**config.mk**
```make
export PLATFORM = sky130hd
export DESIGN_NAME = ro_puf_sequencer
export DESIGN_NICKNAME = d
export VERILOG_FILES = /design/src/rtl/ro_puf_pkg.sv /design/src/rtl/ro_window_timer.sv /design/src/rtl/ro_puf_sequencer.sv
export SDC_FILE = /design/constraint.sdc
export NUM_CORES = 1
export LEC_CHECK = 0
export CELL_PAD_IN_SITES_DETAIL_PLACEMENT = 0
export CELL_PAD_IN_SITES_GLOBAL_PLACEMENT = 2
export CORE_MARGIN = 10
export CORE_UTILIZATION = 44
export CTS_CLUSTER_SIZE = 10
export DETAILED_ROUTE_END_ITERATION = 10
export GPL_ROUTABILITY_DRIVEN = 0
export HOLD_SLACK_MARGIN = 0.03
export PLACE_DENSITY = 0.81
export SLEW_MARGIN = 20
export SYNTH_ARGS = -nofsm -noshare
export SYNTH_HDL_FRONTEND = slang
export SYNTH_HIERARCHICAL = 1
export SYNTH_SLANG_ARGS = --single-unit
```
**constraint.sdc**
```tcl
create_clock -name CLK -period 5.04 [get_ports CLK]
set_input_delay 0.756 -clock CLK [delete_from_list [all_inputs] [get_ports CLK]]
set_output_delay 0.756 -clock CLK [all_outputs]
set_load 0.02 [all_outputs]
```
**src/rtl/ro_puf_pkg.sv**
```systemverilog
// Shared types and constants for the ring-oscillator PUF sequencer.
package ro_puf_pkg;

  localparam int unsigned NUM_RO_DEFAULT = 9;
  localparam int unsigned CNT_W_DEFAULT  = 16;
  localparam int unsigned RO_IDX_W       = 4;

  typedef enum logic [2:0] {
    ST_IDLE,
    ST_CLEAR,
    ST_MEASURE,
    ST_SETTLE,
    ST_CAPTURE,
    ST_COMPARE,
    ST_FINISH
  } state_t;

endpackage

```
**src/rtl/ro_window_timer.sv**
```systemverilog
// Loadable down-counter timing the MEASURE window and the SETTLE gap.
// o_expired is high while the count is zero; a load takes priority over run.
module ro_window_timer
  import ro_puf_pkg::*;
#(
  parameter int unsigned W = 17
) (
  input  logic         i_clk,
  input  logic         i_rst,
  input  logic         i_load,
  input  logic [W-1:0] i_load_val,
  input  logic         i_run,
  output logic         o_expired
);

  logic [W-1:0] r_cnt;

  // Count register: load, then decrement while running until zero.
  always_ff @(posedge i_clk) begin
    if (i_rst) begin
      r_cnt <= '0;
    end else if (i_load) begin
      r_cnt <= i_load_val;
    end else if (i_run && (r_cnt != '0)) begin
      r_cnt <= r_cnt - 1'b1;
    end
  end

  assign o_expired = (r_cnt == '0);

endmodule

```
**src/rtl/ro_puf_sequencer.sv**
```systemverilog
// Ring-oscillator PUF sequencer: enables each RO in turn for a fixed window,
// captures its edge count after a settle gap, then compares adjacent counts.
// Optional macro RO_PUF_TIE_FLAG_EN adds TIE_MARGIN and the TIE output.
module ro_puf_sequencer
  import ro_puf_pkg::*;
#(
  parameter int unsigned NUM_RO        = NUM_RO_DEFAULT,
  parameter int unsigned CNT_W         = CNT_W_DEFAULT,
  parameter int unsigned WINDOW_CYCLES = 65536,
  parameter int unsigned SETTLE_CYCLES = 4
`ifdef RO_PUF_TIE_FLAG_EN
  , parameter int unsigned TIE_MARGIN  = 2
`endif
) (
  input  logic                CLK,
  input  logic                RST,
  input  logic                START,
  input  logic [7:0]          CHALLENGE,
  output logic [5:0]          RO_CHALLENGE,
  output logic [RO_IDX_W-1:0] RO_SEL,
  output logic                RO_EN,
  output logic                RO_CNT_CLR,
  input  logic [CNT_W-1:0]    RO_COUNT,
  output logic                BUSY,
  output logic                DONE,
  output logic [NUM_RO-2:0]   RESPONSE
`ifdef RO_PUF_TIE_FLAG_EN
  , output logic [NUM_RO-2:0] TIE
`endif
);

  localparam int unsigned MAX_CYC = (WINDOW_CYCLES > SETTLE_CYCLES) ? WINDOW_CYCLES : SETTLE_CYCLES;
  localparam int unsigned TW      = $clog2(MAX_CYC + 1);
  // The timer holds "cycles remaining minus one", so it expires on the last cycle.
  localparam logic [TW-1:0] LOAD_WIN = TW'(WINDOW_CYCLES - 1);
  localparam logic [TW-1:0] LOAD_SET = TW'(SETTLE_CYCLES - 1);

  state_t                r_state;
  state_t                w_state_nxt;
  logic [RO_IDX_W-1:0]   r_sel;
  logic [5:0]            r_chal;
  logic [CNT_W-1:0]      r_count [NUM_RO];
  logic [NUM_RO-2:0]     r_resp;
  logic [NUM_RO-2:0]     w_resp;
  logic                  w_load;
  logic [TW-1:0]         w_load_val;
  logic                  w_run;
  logic                  w_expired;
  logic                  w_last;
  logic                  w_unused_chal;

  assign w_last        = (r_sel == RO_IDX_W'(NUM_RO - 1));
  assign w_unused_chal = ^CHALLENGE[7:6];
  assign RO_CHALLENGE  = r_chal;
  assign RO_SEL        = r_sel;
  assign RESPONSE      = r_resp;

  ro_window_timer #(
    .W (TW)
  ) u_timer (
    .i_clk      (CLK),
    .i_rst      (RST),
    .i_load     (w_load),
    .i_load_val (w_load_val),
    .i_run      (w_run),
    .o_expired  (w_expired)
  );

  // State register.
  always_ff @(posedge CLK) begin
    if (RST) r_state <= ST_IDLE;
    else     r_state <= w_state_nxt;
  end

  // Next-state decode and Moore outputs; the timer is reloaded on the edge
  // that enters MEASURE or SETTLE so each phase starts with a fresh count.
  always_comb begin
    w_state_nxt = r_state;
    w_load      = 1'b0;
    w_load_val  = '0;
    w_run       = 1'b0;
    RO_EN       = 1'b0;
    RO_CNT_CLR  = 1'b0;
    BUSY        = 1'b1;
    DONE        = 1'b0;
    unique case (r_state)
      ST_IDLE: begin
        BUSY = 1'b0;
        if (START) w_state_nxt = ST_CLEAR;
      end
      ST_CLEAR: begin
        RO_CNT_CLR  = 1'b1;
        w_load      = 1'b1;
        w_load_val  = LOAD_WIN;
        w_state_nxt = ST_MEASURE;
      end
      ST_MEASURE: begin
        RO_EN = 1'b1;
        w_run = 1'b1;
        if (w_expired) begin
          w_load      = 1'b1;
          w_load_val  = LOAD_SET;
          w_state_nxt = ST_SETTLE;
        end
      end
      ST_SETTLE: begin
        w_run = 1'b1;
        if (w_expired) w_state_nxt = ST_CAPTURE;
      end
      ST_CAPTURE: begin
        w_state_nxt = w_last ? ST_COMPARE : ST_CLEAR;
      end
      ST_COMPARE: begin
        w_state_nxt = ST_FINISH;
      end
      ST_FINISH: begin
        DONE        = 1'b1;
        w_state_nxt = ST_IDLE;
      end
      default: begin
        BUSY        = 1'b0;
        w_state_nxt = ST_IDLE;
      end
    endcase
  end

  // Adjacent unsigned comparison over the stored counts.
  always_comb begin
    w_resp = '0;
    for (int unsigned i = 0; i < NUM_RO - 1; i++) begin
      w_resp[i] = (r_count[i] > r_count[i+1]);
    end
  end

`ifdef RO_PUF_TIE_FLAG_EN
  logic [NUM_RO-2:0] w_tie;
  logic [NUM_RO-2:0] r_tie;
  assign TIE = r_tie;

  // Tie detection on the absolute difference, one bit wider than the counts.
  always_comb begin
    w_tie = '0;
    for (int unsigned i = 0; i < NUM_RO - 1; i++) begin
      if (r_count[i] >= r_count[i+1])
        w_tie[i] = (({1'b0, r_count[i]} - {1'b0, r_count[i+1]}) <= (CNT_W+1)'(TIE_MARGIN));
      else
        w_tie[i] = (({1'b0, r_count[i+1]} - {1'b0, r_count[i]}) <= (CNT_W+1)'(TIE_MARGIN));
    end
  end

  // Tie flags register and hold alongside the response.
  always_ff @(posedge CLK) begin
    if (RST)                      r_tie <= '0;
    else if (r_state == ST_COMPARE) r_tie <= w_tie;
  end
`endif

  // Datapath: challenge latch, RO index, count store and response register.
  // Count writes compare against each index rather than indexing the array
  // with r_sel, so the store stays exactly NUM_RO entries deep.
  always_ff @(posedge CLK) begin
    if (RST) begin
      r_sel  <= '0;
      r_chal <= '0;
      r_resp <= '0;
      for (int unsigned i = 0; i < NUM_RO; i++) r_count[i] <= '0;
    end else begin
      if ((r_state == ST_IDLE) && START) begin
        r_sel  <= '0;
        r_chal <= CHALLENGE[5:0];
      end
      if (r_state == ST_CAPTURE) begin
        for (int unsigned i = 0; i < NUM_RO; i++) begin
          if (r_sel == i[RO_IDX_W-1:0]) r_count[i] <= RO_COUNT;
        end
        if (!w_last) r_sel <= r_sel + 1'b1;
      end
      if (r_state == ST_COMPARE) r_resp <= w_resp;
    end
  end

endmodule
```
After elaboration in Yosys (flattened, before gate mapping). Memories as Yosys holds them, arrays and structs flattened. Cells that the tools add are included.

$add $sub $neg: 2. $lt $le $gt $ge: 8. Eq/ne operators: 17. Mux-type cells: 66. Bitwise operators: 9. Reduce and logical (&&, ||, !) cells: 10.

Operator list (count): $mux W16 (9); $gt A16 B16 Y1 (8); $mux W1 (44); $mux W17 (2); $pmux W16 S2 (1); $pmux W3 S6 (1); $logic_not A17 Y1 (1); $reduce_bool A17 Y1 (1); $sub A17 B1 Y17 const B (1); $eq A4 B3 Y1 const B (4); $mux W3 (4); $mux W4 (3); $eq A3 B3 Y1 const B (3); $or A1 B1 Y1 (9); $eq A4 B2 Y1 const B (2); $eq A3 B2 Y1 const B (2); $reduce_or A6 Y1 (1); $add A4 B1 Y4 const B (1); $eq A4 B1 Y1 const B (1); $eq A4 B4 Y1 const B (1); $logic_not A4 Y1 (1); $ne A2 B1 Y1 const B (2); $eq A3 B1 Y1 const B (1); $logic_not A3 Y1 (1); other kinds (7) (8).

Register bits: 38. RAM bits: 144. Input bits: 27. Output and inout bits: 22. Memories kept: 1.

Memories: r_count (words 9, bits a word 16, read ports 9, clocked after Yosys merged registers in 0, write ports 9, RTL line ro_puf_sequencer.sv:42) `logic [CNT_W-1:0] r_count [NUM_RO];`.

Longest topological paths before layout. Gate-level depths: netlist of the first run.

Depth after elaboration: 6. Gate-level depth with buffers: 9.

Hierarchy. Netlist of the first run, hierarchy kept.

Modules (own cells, without submodules): ro_puf_sequencer (instances 1, cells each 748, area an instance 8712.1 µm², sequential area each 4744.6 µm²); ro_window_timer (instances 1, cells each 138, area an instance 1101.1 µm², sequential area each 340.3 µm²).

Worst setup path before layout of the first run. No wires, ideal clock.

Path kind: reg-to-reg. Start point: register r_state[0]. End point: register u_timer.r_cnt[3]. Arrival: 2.980 ns. Data required time: 4.945 ns. Slack: 1.964 ns. Cell stages (with the launch flop): 8. Path buffers: 3. Period minus slack after synthesis: 3.076 ns. Cell sequence: dfxtp_1 > buf_4 > nor3b_1 > a21o_1 > clkbuf_1 > buf_1 > a21oi_1 > a221oi_1.

RTL lines: start: declaration (RTL line ro_puf_sequencer.sv:38) `state_t r_state;`; start signal: assignment (RTL line ro_puf_sequencer.sv:72) `else r_state <= w_state_nxt;`; $eq A3 B2 Y1 or $eq A3 B1 Y1 (tied branches) (RTL line ro_puf_sequencer.sv:86) `unique case (r_state)`; $pmux W1 S2 * (RTL line ro_puf_sequencer.sv:86); named net w_load (RTL line ro_puf_sequencer.sv:45) `logic w_load;`; $mux W17 or $reduce_bool A2 Y1 (tied branches); end signal: assignment (RTL line ro_window_timer.sv:23) `r_cnt <= i_load_val;`; end signal: assignment (RTL line ro_window_timer.sv:25) `r_cnt <= r_cnt - 1'b1;`; end: declaration (RTL line ro_window_timer.sv:16) `logic [W-1:0] r_cnt;`.

Mark *: on every way through the listed nets, which the timed path passes. The rest lies on a longest branch. A chain may end at the register's enable or synchronous reset.

Worst setup path in the final report of the first run.
Start point: register u_timer.r_cnt[8]. End point: register u_timer.r_cnt[11].

Cells in the longest elaborated chain, start to end: 4.

RTL lines: $logic_not A17 Y1 * (RTL line ro_window_timer.sv:29) `assign o_expired = (r_cnt == '0);`; named net w_expired (RTL line ro_puf_sequencer.sv:48) `logic w_expired;`; $mux W1 * (RTL line ro_puf_sequencer.sv:100) `if (w_expired) begin`; $pmux W1 S2 * (RTL line ro_puf_sequencer.sv:86); named net w_load (RTL line ro_puf_sequencer.sv:45); $mux W17 or $reduce_bool A2 Y1 (tied branches).

Mark *: on every way through the listed nets, which the timed path passes. The rest lies on a longest branch. The select of a mux whose other input is x is not followed.

==> flow_metrics.env, run 1 <==
export IMPL_grt_total_usage_pct=14.5
export IMPL_ys_warn_count=6
export IMPL_cap_violations=0
export IMPL_synth_top_family_by_area="adder cells"
export IMPL_crit_fanout=22
export IMPL_finalCriticalPeriod_ns=3.55
export IMPL_avgSynthCellArea_um2=11.1
export IMPL_crit_slowest_cell="nor3_1"
export IMPL_grt_max_degree=28
export IMPL_ir_worst_vdd_uv=219
export IMPL_r2r_slack_ns=1.49
export IMPL_power_density_nw_per_um2=326
export IMPL_synth_area_leader_cell="edfxtp_1"
export IMPL_drtAntennaViolNets=0
export IMPL_vias=6679
export IMPL_finalSetupTns_ns=0
export IMPL_drcViolationCount=0
export IMPL_cp_required_ns=5.38
export IMPL_synth_area_top_cells="edfxtp_1, ha_1, dfxtp_1"
export IMPL_drive_above_1_share_pct=4.85
export IMPL_synth_distinct_cells=63
export IMPL_hold_violations=0
export IMPL_cts_sinks=182
export IMPL_grt_pass1_wl_um=33100
export IMPL_p_switching_uw=995
export IMPL_io_buffers=46
export IMPL_wl_met3_um=778
export IMPL_hold_end="RO_CHALLENGE[2]"
export IMPL_leakage_nw=4.59
export IMPL_dp_slack_ns=1.60
export IMPL_postSynthNetCount=1046
export IMPL_num_fill_cells=1977
export IMPL_core_um2=21900
export IMPL_slowest_delay_ns=0.60
export IMPL_ios=49
export IMPL_tightest_slew_ns=0.902
export IMPL_endpoint_kind="flip-flop"
export IMPL_p_sw_share_pct=27.4
export IMPL_reg2reg_depth=8
export IMPL_ys_seq_elements=182
export IMPL_p_clk_share_pct=35.7
export IMPL_fp_row_count=54
export IMPL_clock_path_buffers=2
export IMPL_seq_area_um2=5080
export IMPL_htreeDepth=4
export IMPL_worstPathArrival_ns=3.88
export IMPL_cts_hold_buf=0
export IMPL_cts_buffers=17
export IMPL_finalSetupViolCount=0
export IMPL_worst_path_buf_inv=2
export IMPL_synth_simple_area_share_pct=11.6
export IMPL_slew_violations=0
export IMPL_synth_top_area_share_pct=44.1
export IMPL_min_period_over_period_pct=70.4
export IMPL_vias_per_cell=5.44
export IMPL_nNetsFinal=1095
export IMPL_r2r_end="u_timer/r_cnt[11]"
export IMPL_highest_layer="met4"
export IMPL_status="complete, no violations"
export IMPL_worst_slack_ns=1.49
export IMPL_yosys_area_share_xor_xnor_pct=0.0893
export IMPL_fin_skew_ns=0.0153
export IMPL_met2_length_um=10200
export IMPL_clkTransAtPathRegs_ns=0.07
export IMPL_syn_area_um2=9810
export IMPL_hp_class="reg2reg"
export IMPL_wire_per_inst_um=17.0
export IMPL_dpl_hpwl_um=15900
export IMPL_wl_um=20800
export IMPL_syn_inst=886
export IMPL_min_path_cells=2
export IMPL_die_area_um2=28700
export IMPL_initial_utilization_pct=44.8
export IMPL_fmax_ghz=0.282
export IMPL_synth_compound_area_share_pct=12.8
export IMPL_multi_input_area_um2=4080
export IMPL_yosysSeqAreaShare_pct=51.8
export IMPL_slew_headroom_pct=39.9
export IMPL_async_flop_share_pct=0
export IMPL_cp_cell_sequence="or4_4, or3_1, nor3_1, a21o_1, buf_4, clkinv_1, nand4_1, nor4bb_1"
export IMPL_cts_tree="yes"
export IMPL_synth_mux_area_share_pct=0
export IMPL_pwr_share_seq_pct=48.7
export IMPL_hp_start="RO_CHALLENGE[2]"
export IMPL_cts_root_buf="clkbuf_16"
export IMPL_syn_to_final_growth_pct=13.3
export IMPL_combPwrFrac_pct=15.6
export IMPL_synth_edf_count=144
export IMPL_fp_dieH_um=169
export IMPL_drt_met1_wl_um=9620
export IMPL_die_w_um=169
export IMPL_critPathTopFamily="simple AND/OR/NAND/NOR gates"
export IMPL_clk_latency_ns=0.43
export IMPL_rsz0062_at_grt="false"
export IMPL_n_antenna_cell=0
export IMPL_drtIter0Drc=253
export IMPL_antenna_found_initial=0
export IMPL_dr_pass1_iters=5
export IMPL_grt_overflow=0
export IMPL_p_int_mw=2.64
export IMPL_cts_setup_buffers=0
export IMPL_ys_flop_type="edfxtp_1"
export IMPL_cts_resized=0
export IMPL_worstSetupStartpointType="flip-flop"
export IMPL_r2r_start="u_timer/r_cnt[8]"
export IMPL_critPathKind="reg2reg"
export IMPL_grt_pass1_vias=6650
export IMPL_yosys_area_share_adder_pct=17.0
-- per-layer routing --
| metal | vias up | global-route usage, % |
|---|---|---|
| li1 | 3345 | - |
| met2 | 97 | 24.7 |
| met3 | 18 | 3.24 |
| met1 | 3219 | 17.9 |
| met5 | - | 0 |
| met4 | 0 | 4.35 |
-- how the worst max path moves through the flow --
stage / start / end / slack [ns] / cells past startpoint
final: u_timer/r_cnt[8] / u_timer/r_cnt[11] / 1.49 / 8
after global routing: u_timer/r_cnt[8] / u_timer/r_cnt[11] / 1.24 / 8
after CTS: u_timer/r_cnt[8] / u_timer/r_cnt[11] / 1.56 / 8
after detailed placement: u_timer/r_cnt[8] / u_timer/r_cnt[5] / 1.60 / 8
after global placement: u_timer/r_cnt[8] / u_timer/r_cnt[5] / 1.67 / 8
after floorplan: r_state[0] / u_timer/r_cnt[3] / 1.96 / 7
-- layout make-up --
class / instances / share of cell area [%]
flip-flops and latches: 182 / 45.7
inverters: 147 / 4.96
repair buffers: 50 / 4.37
clock buffers: 19 / 4.08
multi-input cells: 537 / 36.6
clock inverters: 13 / 1.06
well taps: 280 / 3.15
-- logic make-up (layout without fill, tap and decap cells) --
| family | after synthesis | in the layout |
|---|---|---|
| and+or+nand+nor | 206 | 206 |
| AOI/OAI and AO/OA | 196 | 196 |
| DFF | 182 | 182 |
| buffers and inverters | 167 | 229 |
| adders and majority gates | 133 | 133 |
| other | 1 | 1 |
| xor gates and xnor gates | 1 | 1 |
-- worst min-delay path, cell delays in order (launching register included) --
cell and delay, ns:
dfxtp_1 0.31, nand2_1 0.05, a21oi_1 0.05
-- sequential cells by signal (all words and copies together), names as in the netlist --
signal and flops:
RESPONSE 8, RO_CHALLENGE 6, RO_SEL 4, r_count 144
r_state 3, u_timer/r_cnt 17
-- cells in the mapped netlist, drive strengths merged (9+ instances only) --
cell and count:
a21oi 80, nand3 16, o21ai 28, a21o 20
nor4 9, inv 146, ha 133, dfxtp 38
nor3 17, nand4 31, clkbuf 12, edfxtp 144
a211oi 13, nand2 43, nor2 33, and2 18
-- placed cells by master (no fill, tap or decap), types with 4 or more instances in the layout --
| cell type | count |
|---|---|
| inv_6 | 4 |
| inv_1 | 146 |
| a221oi_1 | 8 |
| nand2_1 | 42 |
| o211ai_1 | 4 |
| dfxtp_1 | 38 |
| nor2_1 | 32 |
| buf_4 | 4 |
| o31ai_1 | 7 |
| o21ai_0 | 23 |
| nand3_1 | 16 |
| clkbuf_16 | 18 |
| o21ai_1 | 5 |
| nor3_1 | 17 |
| clkdlybuf4s50_1 | 45 |
| nor4_1 | 9 |
| a311oi_1 | 8 |
| and2_1 | 18 |
| or3_1 | 5 |
| nor2b_1 | 6 |
| edfxtp_1 | 144 |
| a21o_1 | 20 |
| a21oi_1 | 80 |
| a31oi_1 | 4 |
| ha_1 | 133 |
| o21bai_1 | 8 |
| nand3b_1 | 4 |
| a211oi_1 | 13 |
| nand4_1 | 31 |
-- metrics by stage --
step           area, um^2  total power [mW]  cells  hold WS, ns  util, %
6_report            11100              3.63   1228        0.458     50.8
5_1_grt             11100              3.80   1228        0.490     50.8
4_1_cts             11100              3.66   1228        0.465     50.8
3_5_place_dp        10500              2.36   1196        0.458     48.2
3_3_place_gp        10500              2.34   1196        0.444     48.2
2_1_floorplan        9810              2.20    886        0.480        -
-- power groups by stage --
stage                     sequential [mW]  clock (mW)  combinational [mW]
after global placement               1.80           0               0.542
after detailed placement             1.80           0               0.564
after global routing                 1.78        1.38               0.639
final                                1.77        1.29               0.567
after floorplan                      1.78           0               0.418
after CTS                            1.77        1.32               0.568
(Power assumes the default switching activity.)
==> inputs of run 2 (changes only) <==
CORE_UTILIZATION = 41   (was 44)
PLACE_DENSITY = 0.76   (was 0.81)
clock period = 3.67 ns   (was 5.04 ns; I/O delays follow)
==> run 2 against run 1 <==
  * Maximum frequency rose by 12%
  * Largest cell class unchanged
  * Highest routed layer unchanged
  * Power increased by 37%
  * Final cell count rose by 3.3%
==> flow_metrics.env, run 2 (synthesized netlist as in run 1, its figures left out) <==
export IMPL_status="complete, no violations"
export IMPL_ios=49
export IMPL_dr_pass1_iters=4
export IMPL_fin_area_um2=11200
export IMPL_seq_area_um2=5080
export IMPL_slew_violations=0
export IMPL_wl_um=20800
export IMPL_cts_root_buf="clkbuf_16"
export IMPL_cp_required_ns=4.00
export IMPL_tightest_slew_ns=0.925
export IMPL_worst_path_buf_inv=1
export IMPL_cp_cell_sequence="or4_4, or3_1, nor3_1, a21o_1, clkinv_1, nand4_1, nor4bb_1"
export IMPL_cts_setup_buffers=0
export IMPL_final_common_cell="inv_1"
export IMPL_antenna_found_initial=0
export IMPL_io_buffers=46
export IMPL_crit_slowest_cell="or4_4"
export IMPL_syn_to_final_growth_pct=13.8
export IMPL_clkTransAtPathRegs_ns=0.07
export IMPL_largest_reg_flops=144
export IMPL_finalSetupTns_ns=0
export IMPL_vias=6625
export IMPL_n_antenna_cell=0
export IMPL_critPathKind="reg2reg"
export IMPL_cts_resized=0
export IMPL_grt_total_usage_pct=13.9
export IMPL_fp_row_count=56
export IMPL_cts_hold_buf=0
export IMPL_slowest_delay_ns=0.59
export IMPL_ir_worst_vdd_uv=302
export IMPL_clk_latency_ns=0.42
export IMPL_critPathTopFamily="simple AND/OR/NAND/NOR gates"
export IMPL_slew_headroom_pct=38.3
export IMPL_min_period_over_period_pct=86.1
export IMPL_dpl_hpwl_um=16200
export IMPL_largest_register="r_count"
export IMPL_fin_skew_ns=0.0100
export IMPL_crit_fanout=19
export IMPL_initial_utilization_pct=41.7
export IMPL_nNetsFinal=1096
export IMPL_die_w_um=175
export IMPL_die_area_um2=30500
export IMPL_drtIter0Drc=331
export IMPL_grt_pass1_wl_um=34300
export IMPL_power_density_nw_per_um2=444
export IMPL_leakage_nw=4.59
export IMPL_finalCriticalPeriod_ns=3.16
export IMPL_endpoint_kind="flip-flop"
export IMPL_cap_violations=0
export IMPL_fmax_ghz=0.316
export IMPL_wire_per_inst_um=16.4
export IMPL_drtAntennaViolNets=0
export IMPL_vias_per_cell=5.22
export IMPL_rsz0062_at_grt="false"
export IMPL_drcViolationCount=0
export IMPL_fp_dieH_um=175
export IMPL_finalSetupViolCount=0
export IMPL_core_um2=23500
export IMPL_grt_max_degree=29
export IMPL_grt_pass1_vias=6861
export IMPL_hp_class="reg2reg"
export IMPL_multi_input_area_um2=4070
export IMPL_final_cell_mix="inv_1, edfxtp_1, ha_1"
export IMPL_cts_tree="yes"
export IMPL_num_fill_cells=2210
export IMPL_worstPathArrival_ns=3.50
export IMPL_hold_violations=0
export IMPL_cts_buffers=17
export IMPL_worstSetupStartpointType="flip-flop"
export IMPL_clock_path_buffers=2
export IMPL_cts_sinks=182
export IMPL_drive_above_1_share_pct=4.95
export IMPL_htreeDepth=4
export IMPL_place_area_um2=10600
export IMPL_grt_overflow=0
[run 2: cell count changes in the layout (fill, tap and decap cells not counted), sizes merged]
cell and change:
bufinv -1, clkbuf -1, clkinv -2, buf +1, inv +4
[run 2: worst min-delay path, stage by stage (launching register included)]
cell	delay, ns
dfxtp_1	0.31
nand2_1	0.05
a21oi_1	0.06
[run 2: final timing paths]
check	end	cells after the start	start	slack, ns
worst min-delay path	RO_CHALLENGE[1]	2	RO_CHALLENGE[1]	0.46
worst max register to register	u_timer/r_cnt[11]	7	u_timer/r_cnt[8]	0.51
worst min register to register	RO_CHALLENGE[1]	2	RO_CHALLENGE[1]	0.46
worst max-delay path	u_timer/r_cnt[11]	7	u_timer/r_cnt[8]	0.51
[run 2: per-stage QoR]
stage | hold slack [ns] | utilization [%] | worst slack, ns | total power [mW] | std cells
2_1_floorplan | 0.480 | - | 0.594 | 3.02 | 886
5_1_grt | 0.481 | 47.4 | 0.178 | 5.21 | 1268
3_5_place_dp | 0.453 | 45.0 | 0.527 | 3.24 | 1236
3_3_place_gp | 0.444 | 45.0 | 0.577 | 3.22 | 1236
6_report | 0.463 | 47.4 | 0.509 | 4.96 | 1268
4_1_cts | 0.467 | 47.4 | 0.517 | 5.01 | 1268
[run 2: where the power goes]
| group | switching, mW | total [mW] | internal (mW) |
|---|---|---|---|
| Clock | 0.841 | 1.76 | 0.921 |
| Sequential | 0.101 | 2.43 | 2.33 |
| Combinational | 0.459 | 0.768 | 0.309 |
| Total | 1.40 | 4.96 | 3.56 |
[run 2: per-layer routing]
metal / vias to the layer above / routed length, um / GRT usage (%)
met2: 113 / 10300 / 24.0
met3: 12 / 743 / 2.54
met4: 0 / 192 / 3.89
met1: 3154 / 9570 / 17.3
li1: 3346 / - / -
met5: - / 0 / 0
[run 2: layout make-up]
type	count	area share, %
inverters	147	4.94
multi-input cells	537	36.4
clock buffers	18	3.93
clock inverters	14	1.18
well taps	319	3.57
repair buffers	51	4.41
flip-flops and latches	182	45.5
